==> src/rtl/apb_resp_mux_if.sv <==
// APB bus bundle for apb_resp_mux: the upstream master side (select, enable,
// response) and the fan-out to the downstream slaves.
//
// Handshake: a transfer is selected by psel_i; penable_i marks the access
// phase; the transfer completes on the cycle pready_o is high, and
// prdata_o/psuberr_o are only meaningful on that cycle. Each downstream slave
// completes its access by raising its s_pready_i bit.
interface apb_resp_mux_if #(
    parameter int APB_DATA_WIDTH = 32,
    parameter int NUM_SLAVES     = 16
);
    logic [15:0]                          pselbus_i;
    logic                                 psel_i;
    logic                                 penable_i;
    logic [APB_DATA_WIDTH-1:0]            prdata_o;
    logic                                 pready_o;
    logic                                 psuberr_o;
    logic [NUM_SLAVES-1:0]                s_psel_o;
    logic                                 s_penable_o;
    logic [NUM_SLAVES*APB_DATA_WIDTH-1:0] s_prdata_i;
    logic [NUM_SLAVES-1:0]                s_pready_i;
    logic [NUM_SLAVES-1:0]                s_pslverr_i;

    // Upstream master and the downstream slaves drive these.
    modport master (
        output pselbus_i, psel_i, penable_i, s_prdata_i, s_pready_i, s_pslverr_i,
        input  prdata_o, pready_o, psuberr_o, s_psel_o, s_penable_o
    );

    // The response mux itself.
    modport slave (
        input  pselbus_i, psel_i, penable_i, s_prdata_i, s_pready_i, s_pslverr_i,
        output prdata_o, pready_o, psuberr_o, s_psel_o, s_penable_o
    );
endinterface

==> src/rtl/apb_resp_mux.sv <==
// APB response multiplexer: decodes a one-hot slave select, fans PSEL/PENABLE
// out to the slaves, returns the selected slave's response, and turns decode
// errors and stuck slaves (timeout) into error completions with ERR_DATA.
// Saturating status counters record decode errors and timeouts.
module apb_resp_mux #(
    parameter int                        APB_DATA_WIDTH = 32,
    parameter int                        NUM_SLAVES     = 16,
    parameter int                        TIMEOUT_CYCLES = 256,
    parameter logic [APB_DATA_WIDTH-1:0] ERR_DATA       = APB_DATA_WIDTH'(32'hDEAD_BEEF)
) (
    input  logic             pclk_i,
    input  logic             prstn_i,
    apb_resp_mux_if.slave    bus,
    input  logic             clr_cnt_i,
    output logic [7:0]       decerr_cnt_o,
    output logic [7:0]       timeout_cnt_o,
    output logic             busy_o,
    output logic [1:0]       state_o
);

    typedef enum logic [1:0] {
        IDLE   = 2'd0,
        SETUP  = 2'd1,
        ACCESS = 2'd2
    } state_t;

    // Bits of pselbus_i that map onto real slave ports.
    localparam logic [15:0] LOW_MASK = 16'((17'd1 << NUM_SLAVES) - 17'd1);
    localparam logic [15:0] WAIT_MAX = 16'(TIMEOUT_CYCLES - 1);

    state_t                    state_q, state_d;
    logic [15:0]               wait_cnt_q;
    logic [15:0]               low_sel;
    logic                      dec_valid;
    logic                      in_access;
    logic                      timeout_hit;
    logic [APB_DATA_WIDTH-1:0] sel_data;
    logic                      sel_ready;
    logic                      sel_err;
    logic [NUM_SLAVES-1:0]     s_psel;
    logic                      pready;

    // Decode is valid only for exactly one select bit inside the slave range.
    assign low_sel   = bus.pselbus_i & LOW_MASK;
    assign dec_valid = (low_sel != 16'd0)
                    && ((low_sel & (low_sel - 16'd1)) == 16'd0)
                    && ((bus.pselbus_i & ~LOW_MASK) == 16'd0);

    // Pick the response of the selected slave (select is one-hot when used).
    always_comb begin
        sel_data  = '0;
        sel_ready = 1'b0;
        sel_err   = 1'b0;
        for (int i = 0; i < NUM_SLAVES; i++) begin
            if (low_sel[i]) begin
                sel_data  = bus.s_prdata_i[i*APB_DATA_WIDTH +: APB_DATA_WIDTH];
                sel_ready = bus.s_pready_i[i];
                sel_err   = bus.s_pslverr_i[i];
            end
        end
    end

    // A dropped psel_i ends the access immediately, so it never responds.
    assign in_access   = prstn_i && bus.psel_i && (state_q == ACCESS);
    assign timeout_hit = in_access && dec_valid && !sel_ready && (wait_cnt_q == WAIT_MAX);

    assign s_psel          = (prstn_i && bus.psel_i && dec_valid) ? low_sel[NUM_SLAVES-1:0] : '0;
    assign bus.s_psel_o    = s_psel;
    assign bus.s_penable_o = prstn_i && bus.penable_i && (|s_psel);

    // Response to the master: decode error, slave response, or timeout error.
    always_comb begin
        pready        = 1'b0;
        bus.psuberr_o = 1'b0;
        bus.prdata_o  = '0;
        if (in_access) begin
            if (!dec_valid) begin
                pready        = 1'b1;
                bus.psuberr_o = 1'b1;
                bus.prdata_o  = ERR_DATA;
            end else if (sel_ready) begin
                pready        = 1'b1;
                bus.psuberr_o = sel_err;
                bus.prdata_o  = sel_data;
            end else if (timeout_hit) begin
                pready        = 1'b1;
                bus.psuberr_o = 1'b1;
                bus.prdata_o  = ERR_DATA;
            end
        end
    end
    assign bus.pready_o = pready;

    // Next-state logic; losing psel_i always returns to IDLE.
    always_comb begin
        state_d = state_q;
        if (!bus.psel_i) begin
            state_d = IDLE;
        end else begin
            case (state_q)
                IDLE:    if (!bus.penable_i) state_d = SETUP;
                SETUP:   if (bus.penable_i)  state_d = ACCESS;
                ACCESS:  if (pready)         state_d = IDLE;
                default: state_d = IDLE;
            endcase
        end
    end

    // State register.
    always_ff @(posedge pclk_i or negedge prstn_i) begin
        if (!prstn_i) state_q <= IDLE;
        else          state_q <= state_d;
    end

    // Wait counter: zero outside ACCESS, counts ACCESS cycles without completion.
    always_ff @(posedge pclk_i or negedge prstn_i) begin
        if (!prstn_i)                              wait_cnt_q <= 16'd0;
        else if (state_q != ACCESS || !bus.psel_i) wait_cnt_q <= 16'd0;
        else if (!pready)                          wait_cnt_q <= wait_cnt_q + 16'd1;
    end

    // Saturating status counters; a clear beats a same-cycle increment.
    always_ff @(posedge pclk_i or negedge prstn_i) begin
        if (!prstn_i) begin
            decerr_cnt_o  <= 8'd0;
            timeout_cnt_o <= 8'd0;
        end else if (clr_cnt_i) begin
            decerr_cnt_o  <= 8'd0;
            timeout_cnt_o <= 8'd0;
        end else begin
            if (in_access && !dec_valid && decerr_cnt_o != 8'hFF)
                decerr_cnt_o <= decerr_cnt_o + 8'd1;
            if (timeout_hit && timeout_cnt_o != 8'hFF)
                timeout_cnt_o <= timeout_cnt_o + 8'd1;
        end
    end

    assign busy_o  = (state_q != IDLE);
    assign state_o = state_q;

endmodule

==> src/flat_wrapper.sv <==
// flat-port wrapper written by rule: the top's interface ports become plain ports
module apb_resp_mux_flat 
#(
    parameter int                        APB_DATA_WIDTH = 32,
    parameter int                        NUM_SLAVES     = 16,
    parameter int                        TIMEOUT_CYCLES = 256,
    parameter logic [APB_DATA_WIDTH-1:0] ERR_DATA       = APB_DATA_WIDTH'(32'hDEAD_BEEF)
)
  (pclk_i, prstn_i, clr_cnt_i, decerr_cnt_o, timeout_cnt_o, busy_o, state_o, bus_pselbus_i, bus_psel_i, bus_penable_i, bus_s_prdata_i, bus_s_pready_i, bus_s_pslverr_i, bus_prdata_o, bus_pready_o, bus_psuberr_o, bus_s_psel_o, bus_s_penable_o);
  apb_resp_mux_if #(.APB_DATA_WIDTH(APB_DATA_WIDTH), .NUM_SLAVES(NUM_SLAVES)) bus_i ();
  input  logic pclk_i;
  input  logic prstn_i;
  input  logic clr_cnt_i;
  output logic [7:0] decerr_cnt_o;
  output logic [7:0] timeout_cnt_o;
  output logic busy_o;
  output logic [1:0] state_o;
  input wire logic [$bits(bus_i.pselbus_i)-1:0] bus_pselbus_i;
  input wire logic [$bits(bus_i.psel_i)-1:0] bus_psel_i;
  input wire logic [$bits(bus_i.penable_i)-1:0] bus_penable_i;
  input wire logic [$bits(bus_i.s_prdata_i)-1:0] bus_s_prdata_i;
  input wire logic [$bits(bus_i.s_pready_i)-1:0] bus_s_pready_i;
  input wire logic [$bits(bus_i.s_pslverr_i)-1:0] bus_s_pslverr_i;
  output wire logic [$bits(bus_i.prdata_o)-1:0] bus_prdata_o;
  output wire logic [$bits(bus_i.pready_o)-1:0] bus_pready_o;
  output wire logic [$bits(bus_i.psuberr_o)-1:0] bus_psuberr_o;
  output wire logic [$bits(bus_i.s_psel_o)-1:0] bus_s_psel_o;
  output wire logic [$bits(bus_i.s_penable_o)-1:0] bus_s_penable_o;
  assign bus_i.pselbus_i = bus_pselbus_i;
  assign bus_i.psel_i = bus_psel_i;
  assign bus_i.penable_i = bus_penable_i;
  assign bus_i.s_prdata_i = bus_s_prdata_i;
  assign bus_i.s_pready_i = bus_s_pready_i;
  assign bus_i.s_pslverr_i = bus_s_pslverr_i;
  assign bus_prdata_o = bus_i.prdata_o;
  assign bus_pready_o = bus_i.pready_o;
  assign bus_psuberr_o = bus_i.psuberr_o;
  assign bus_s_psel_o = bus_i.s_psel_o;
  assign bus_s_penable_o = bus_i.s_penable_o;
  apb_resp_mux #(.APB_DATA_WIDTH(APB_DATA_WIDTH), .NUM_SLAVES(NUM_SLAVES), .TIMEOUT_CYCLES(TIMEOUT_CYCLES), .ERR_DATA(ERR_DATA)) u_core (.pclk_i(pclk_i), .prstn_i(prstn_i), .bus(bus_i), .clr_cnt_i(clr_cnt_i), .decerr_cnt_o(decerr_cnt_o), .timeout_cnt_o(timeout_cnt_o), .busy_o(busy_o), .state_o(state_o));
endmodule
==> config.mk <==
export PLATFORM = sky130hd
export DESIGN_NAME = apb_resp_mux_flat
export DESIGN_NICKNAME = d
export VERILOG_FILES = /design/src/rtl/apb_resp_mux_if.sv /design/src/rtl/apb_resp_mux.sv /design/src/flat_wrapper.sv
export SDC_FILE = /design/constraint.sdc
export NUM_CORES = 1
export LEC_CHECK = 0
export CAP_MARGIN = 10
export CELL_PAD_IN_SITES_DETAIL_PLACEMENT = 0
export CELL_PAD_IN_SITES_GLOBAL_PLACEMENT = 1
export CORE_AREA = 4 4 245 247
export CTS_CLUSTER_SIZE = 12
export DETAILED_ROUTE_END_ITERATION = 8
export DIE_AREA = 0 0 249 251
export DONT_BUFFER_PORTS = 1
export GPL_TIMING_DRIVEN = 0
export PLACE_DENSITY_LB_ADDON = 0.1
export SLEW_MARGIN = 25
export SYNTH_ARGS = -nofsm -noshare
export SYNTH_HDL_FRONTEND = slang
export SYNTH_SLANG_ARGS = --single-unit
==> constraint.sdc <==
create_clock -name pclk_i -period 3.9 [get_ports pclk_i]
set_input_delay 0.195 -clock pclk_i [delete_from_list [all_inputs] [get_ports pclk_i]]
set_output_delay 0.195 -clock pclk_i [all_outputs]
set_load 0.01 [all_outputs]
==> results of run 1 <==
[Yosys cell counts, types with 3 or more instances]
library cell and instances:
a211oi_1 16, a21o_1 3, a21oi_1 77, a221o_1 15, a221oi_1 100, a22oi_1 21, a31o_2 4, a31oi_1 18
and2_1 7, and3_1 14, buf_1 4, buf_2 8, clkbuf_1 96, dfrtp_1 34, ha_1 3, inv_1 18
mux2_2 3, mux2i_1 8, nand2_1 45, nand2b_1 11, nand3_1 27, nand4_1 7, nand4b_1 3, nor2_1 88
nor2b_1 40, nor3_1 37, nor4_1 9, o211ai_1 7, o21a_1 21, o21ai_0 59, o221ai_1 28, o22ai_1 51
o311ai_0 6, o31ai_1 23, o41ai_1 16, or2_1 3, or2_2 5, or3_1 7, or4_1 10
[per-layer routing]
layer / GRT usage, % / vias to the layer above / wire length, um
li1: - / 4035 / -
met1: 23.2 / 4733 / 26400
met2: 36.8 / 403 / 34800
met3: 4.74 / 34 / 4190
met4: 2.80 / 8 / 860
met5: 0 / - / 58
[power breakdown]
group          leakage, uW  total, uW  internal (uW)  switching, uW
Combinational      0.00166        608            177            430
Clock            0.0000830        480            316            164
Sequential        0.000474        357            354           2.99
[what timing repair did]
action | in CTS | in global routing
endpoints found under the setup margin | 15 | 10
gates resized for setup | 6 | 3
pin swaps | 0 | 0
hold buffers | 3 | 0
buffers inserted | 0 | 0
endpoints found under the hold margin | 35 | 0
[final timing paths]
path	from	to	slack, ns
setup / recovery	bus_pselbus_i[8]	bus_prdata_o[0]	0.14
hold / removal	bus_psel_i	u_core.state_o[1]$_DFFE_PN0P_	0.04
setup reg to reg	u_core.wait_cnt_q[0]$_DFFE_PN0P_	u_core.timeout_cnt_o[5]$_DFFE_PN0P_	1.13
hold reg to reg	u_core.wait_cnt_q[1]$_DFFE_PN0P_	u_core.wait_cnt_q[1]$_DFFE_PN0P_	0.55
max in group asynchronous	prstn_i	u_core.wait_cnt_q[10]$_DFFE_PN0P_	3.29
min in group asynchronous	prstn_i	u_core.wait_cnt_q[7]$_DFFE_PN0P_	0.41
[per-stage QoR]
stage          hold slack, ns  instances  utilization [%]
2_1_floorplan          -0.101        985                -
3_3_place_gp          -0.0966       1750             13.2
3_5_place_dp          -0.0971       1750             13.2
4_1_cts                0.0386       1760             13.7
5_1_grt                0.0363       1767             13.7
6_report               0.0430       1775             13.8
[kinds of logic (layout without fill, tap and decap cells)]
kind of cell / count (synthesis) / count (layout) / share of synthesized area, %
buffers and inverters: 132 / 142 / 7.90
AO/OA/AOI/OAI: 482 / 482 / 52.0
AND/OR/NAND/NOR: 322 / 322 / 24.9
flip-flops: 34 / 34 / 12.8
other: 0 / 15 / 0
multiplexers: 11 / 11 / 1.72
adder cells (fa/ha/maj): 4 / 4 / 0.716
[state kept, by name (all words and copies together) (netlist names)]
name                  count
u_core.wait_cnt_q        16
u_core.decerr_cnt_o       8
u_core.timeout_cnt_o      8
u_core.state_o            2
[final cells by class]
| type | instances | area (um2) |
|---|---|---|
| Multi-Input combinational cell | 819 | 5350 |
| Fill cell | 6725 | 49700 |
| Antenna cell | 15 | 37.5 |
| Inverter | 21 | 78.8 |
| Clock inverter | 1 | 30.0 |
| Buffer | 111 | 445 |
| Tap cell | 765 | 957 |
| Sequential cell | 34 | 851 |
| Timing Repair Buffer | 3 | 40.0 |
| Clock buffer | 6 | 139 |
==> impl_results.md, run 1 <==
- Design Area, Final: 0.00792 mm2
- Crit. End Element: output pin
- Vias: 9213
- Synth top area cells: a221oi_1 (13%), dfrtp_1 (13%), a21oi_1 (5.8%), clkbuf_1 (5.4%), nor2_1 (5.0%)
- EDFF count, synth: 0
- Vias/cell: 5.19
- WP depth: 10
- Pre-CTS setup slack: -0.318 ns
- Final Power: 1440 uW
- Initial antenna violation count: 19
- Mapped Avg Cell Area: 6.74 um2
- # setup viols final: 0
- Setup Skew: 0.00602 ns
- Count of input and output buffers: 0
- GRT Util Overall: 19.6%
- Peak supply drop: 0.157 mV
- H-tree Lvls: 2
- Critical path buffers and inverters: 3
- Initial DRT Pass Iterations: 6
- Max Buffers Root-to-Sink: 2
- Aggregate negative setup slack: 0 ns
- Number of synthesized register bits: 34
- Final hold violation count: 0
- Worst-Margin Slew: 1.12 ns
- Starting DRT DRC Count: 683
- Final Net Count: 1563
- Die area: 0.0625 mm2
- Seq/Total Area, Yosys: 12.8%
- Post-synth cell types: 65
- Largest net degree at the start of global routing: 35
- Slew Limit Fails: 0
- Wire per inst: 37.4 um
- Chip Width: 249 um
- Required @ worst endpoint: 3.70 ns
- CTS buffer count: 5
- Worst Path Max Fanout: 10
- Crit path time final: 3.76 ns
- Status: finished clean
- Synth area leader: a221oi_1
- Fraction of layout cells with a size suffix above 1: 4.82%
- Chip height: 251 um
- Post-placement cell area: 0.00762 mm2
- I/O pin count: 635
- Total Wirelength: 66.3 mm
- CTS tree: done
- RSZ-0062 raised after global routing: false
- Routability cong.: 0.910
- Worst setup margin: 0.137 ns
- LEAKAGE: 0.00222 uW
- Min-Delay Path Depth: 1
- Most frequent cell on the critical path: buf_2
- Vias in the first global route: 9113
- Ys Warns: 0
- CP max stage delay: 0.55 ns
- Clk Latency, worst-skew pair: 0.28 ns
- Main synth FF type: dfrtp_1
- Most frequent cells in the layout: a221oi_1 (100), clkbuf_1 (96), nor2_1 (87)
- Mapped Cells: 985
- CORE AREA: 0.0576 mm2
- DRC violations left: 0
- CTS Sinks: 34
- Top delay family on crit path: simple AND/OR/NAND/NOR gates
- Startpoint Class: input pin
- Hpwl dp: 58.7 mm
- ANT nets after route: 0
- First-pass GRT wire length: 86.4 mm
- Syn_nets: 1553
- WP data arrival: 3.57 ns
- Critical path's slowest cell: a2111oi_2
- Worst Hold Class: in -> reg
- Ys async rst share: 100%
- Top cell type's share of synthesized area: 13.2%
- Netlist Area Pre-Place: 0.00664 mm2
- Area delta synth->final: 19.4%
- Rows: 88
- Clock transition at path regs: 0.06 ns
- Fin crit share: 96.5%
- Type of the worst setup path: in -> out
- Starting density of the core: 11.5%
- Max-Cap Viols: 0
- Fmax: 266 MHz
- Normalized max-slew margin: 24.8%
- Gr ovfl total: 0
- Most common cell after layout, fill and taps aside: a221oi_1
- Critical-path cell list: buf_2, or2_1, clkbuf_1, or3_1, a2111oi_2, and3_4, nand2_1, nor2_1, buf_2, a21oi_1
- Clock Tree Root: clkbuf_16
- FF-to-FF path depth: 9
- Pwr Density: 182 mW/mm2
Note: power is estimated with default switching activity, not from simulation.
==> run 2, diff against run 1 <==
Settings changed: CORE_AREA 4 4 245 247 to 3 3 244 246, DIE_AREA 0 0 249 251 to 0 0 247 249.
Clock period 3.9 ns to 3.7 ns, I/O delays scaled along.
==> run 2 against run 1 <==
The run now ends with setup timing left; critical path type unchanged; clock power increased by 21%; critical endpoint is now bus_s_psel_o[14]; sequential cell count did not move; sequential share of layout area down 0.14 points; setup slack lost 0.16 ns; combinational power grew 6.6%; count of clock-buffer cells in the layout decreased by 1; core utilization is 0.18 points higher; worst hold slack lost 0.020 ns; first-iteration DRC count shrank 5.4%; critical path depth fell by 3; routed wire length is 1.8% higher; largest power group unchanged.
==> impl_results.md, run 2 (synthesized netlist as in run 1, its figures left out) <==
- Finished Core Util: 13.9% (was 13.8%)
- Net switching power: 653 uW (was 597 uW)
- Clock Tree Root: clkbuf_16 (unchanged)
- # setup viols final: 1 (was 0)
- Initial DRT Pass Iterations: 6 (unchanged)
- Top flop regs: u_core.wait_cnt_q (16), u_core.decerr_cnt_o (8), u_core.timeout_cnt_o (8) (unchanged)
- Largest register FFs: 16 (unchanged)
- Gr ovfl total: 0 (unchanged)
- Rows: 88 (unchanged)
- Vias: 9236 (was 9213)
- Aggregate negative setup slack: -0.0209 ns (was 0 ns)
- Max Buffers Root-to-Sink: 2 (unchanged)
- Chip Width: 247 um (was 249 um)
- Final Net Count: 1563 (unchanged)
- Critical path buffers and inverters: 2 (was 3)
- Initial antenna violation count: 25 (was 19)
- DRC violations left: 0 (unchanged)
- Combinational share of power: 40.4% (was 42.1%)
- Crit. End Element: output pin (unchanged)
- Worst Hold Class: in -> reg (unchanged)
- Vias/cell: 5.21 (was 5.19)
- Worst setup margin: -0.0209 ns (was 0.137 ns)
- RSZ-0062 raised after global routing: true (was false)
- Most frequent cells in the layout: a221oi_1 (100), clkbuf_1 (94), nor2_1 (85) (was a221oi_1 (100), clkbuf_1 (96), nor2_1 (87))
- First-pass GRT wire length: 87.9 mm (was 86.4 mm)
- Post-placement cell area: 0.00763 mm2 (was 0.00762 mm2)
- Hpwl dp: 58.7 mm (about the same)
- ANT nets after route: 0 (unchanged)
- Vias in the first global route: 9486 (was 9113)
- Total Wirelength: 67.5 mm (was 66.3 mm)
- Critical-path cell list: clkbuf_1, or3_1, or2_1, o21ai_1, nand2_1, clkbuf_1, nor3_1 (was buf_2, or2_1, clkbuf_1, or3_1, a2111oi_2, and3_4, nand2_1, nor2_1, buf_2, a21oi_1)
- Fin crit share: 101%
- Setup bufs post-CTS: 0 (unchanged)
- Peak supply drop: 0.251 mV (was 0.157 mV)
- Slew Limit Fails: 0 (unchanged)
- I/O pin count: 635 (unchanged)
- Status: complete, but fails checks (was finished clean)
- Chip height: 249 um (was 251 um)
- Clock transition at path regs: 0.06 ns (about the same)
- Most common cell after layout, fill and taps aside: a221oi_1 (unchanged)
- Type of the worst setup path: in -> out (unchanged)
- Setup Skew: 0.0101 ns (was 0.00602 ns)
- Pre-CTS setup slack: -0.681 ns (was -0.318 ns)
- H-tree Lvls: 2 (unchanged)
- CORE AREA: 0.0576 mm2 (unchanged)
- Largest net degree at the start of global routing: 35 (unchanged)
- LEAKAGE: 0.00225 uW (was 0.00222 uW)
- CTS tree: done (unchanged)
- Starting density of the core: 11.5% (unchanged)
- WP data arrival: 3.54 ns (was 3.57 ns)
- Normalized max-slew margin: 25.6% (was 24.8%)
- Critical path's slowest cell: o21ai_1 (was a2111oi_2)
- Startpoint Class: input pin (unchanged)
- Count of input and output buffers: 0 (unchanged)
- Fmax: 269 MHz
- Clock share of power: 36.1% (was 33.2%)
- Routability cong.: 0.889 (was 0.910)
- GRT Util Overall: 20.6% (was 19.6%)
- Clk Latency, worst-skew pair: 0.29 ns (was 0.28 ns)
- Pwr Density: 200 mW/mm2 (was 182 mW/mm2)
- Crit path time final: 3.72 ns
- Area delta synth->final: 20.9% (was 19.4%)
- Final hold violation count: 0 (unchanged)
- Required @ worst endpoint: 3.51 ns (was 3.70 ns)
- Worst hold slack: 0.0233 ns (was 0.0430 ns)
- Max-Cap Viols: 0 (unchanged)
- Switch share: 40.8% (was 41.4%)
- CTS buffer count: 5 (unchanged)
- Worst Path Max Fanout: 10 (unchanged)
- Starting DRT DRC Count: 646 (was 683)
- Die area: 0.0615 mm2 (was 0.0625 mm2)
- Flop pwr share: 23.5% (was 24.7%)
- Design Area, Final: 0.00803 mm2 (was 0.00792 mm2)
- Violated checks: setup timing
- Int Power: 950 uW (was 847 uW)
- Largest register by flop count: u_core.wait_cnt_q (unchanged)
- CTS Sinks: 34 (unchanged)
- Fraction of layout cells with a size suffix above 1: 6.02% (was 4.82%)
- Top delay family on crit path: simple AND/OR/NAND/NOR gates (unchanged)
- Most frequent cell on the critical path: clkbuf_1 (was buf_2)
- Wire per inst: 38.1 um (was 37.4 um)
- CP max stage delay: 0.88 ns (was 0.55 ns)
- Worst-Margin Slew: 1.11 ns (was 1.12 ns)
-- run 2: cell type report --
| cell class | instances | area (um2) |
|---|---|---|
| fillers | 6753 | 49600 |
| diodes | 13 | 32.5 |
| multi-input cells | 819 | 5410 |
| plain buffers | 111 | 453 |
| well taps | 765 | 957 |
| clock inverters | 3 | 68.8 |
| flip-flops and latches | 34 | 851 |
| clock buffers | 5 | 125 |
| repair buffers | 3 | 47.5 |
| inverters | 21 | 82.6 |
-- run 2: power by group through the flow --
stage                     clock network [uW]  registers (uW)  logic (uW)
after floorplan                            0             382         372
after global placement                     0             384         630
after detailed placement                   0             384         633
after CTS                                593             377         655
after global routing                     607             377         700
final                                    579             377         648
-- run 2: timing repair --
item / 4_1_cts / 5_1_grt
hold buffers: 3 / 0
pin swaps: 0 / 1
gates resized for setup: 15 / 13
setup endpoints to repair: 27 / 32
hold endpoints to repair: 35 / 0
-- run 2: per-stage QoR --
step	total power (uW)	cells
2_1_floorplan	754	985
3_3_place_gp	1010	1750
3_5_place_dp	1020	1750
4_1_cts	1620	1761
5_1_grt	1680	1768
6_report	1600	1774
-- run 2: per-layer routing --
metal	GRT usage, %	routed length, um	part of all wire [%]
met4	4.11	1150	1.7
met1	24.3	26700	40
met3	6.57	5930	8.8
met2	36.5	33600	50
met5	0	145	0.21
-- run 2: path summary, 6_finish.rpt --
path / start / to / slack [ns] / depth (start not counted)
worst max-delay path: bus_pselbus_i[2] / bus_s_psel_o[14] / -0.02 / 7
worst min-delay path: bus_psel_i / u_core.state_o[1]$_DFFE_PN0P_ / 0.02 / 1
worst max register to register: u_core.wait_cnt_q[0]$_DFFE_PN0P_ / u_core.timeout_cnt_o[5]$_DFFE_PN0P_ / 0.87 / 9
worst min register to register: u_core.wait_cnt_q[1]$_DFFE_PN0P_ / u_core.wait_cnt_q[1]$_DFFE_PN0P_ / 0.56 / 2
max in group asynchronous: prstn_i / u_core.wait_cnt_q[0]$_DFFE_PN0P_ / 3.10 / 2
min in group asynchronous: prstn_i / u_core.decerr_cnt_o[0]$_DFFE_PN0P_ / 0.40 / 2
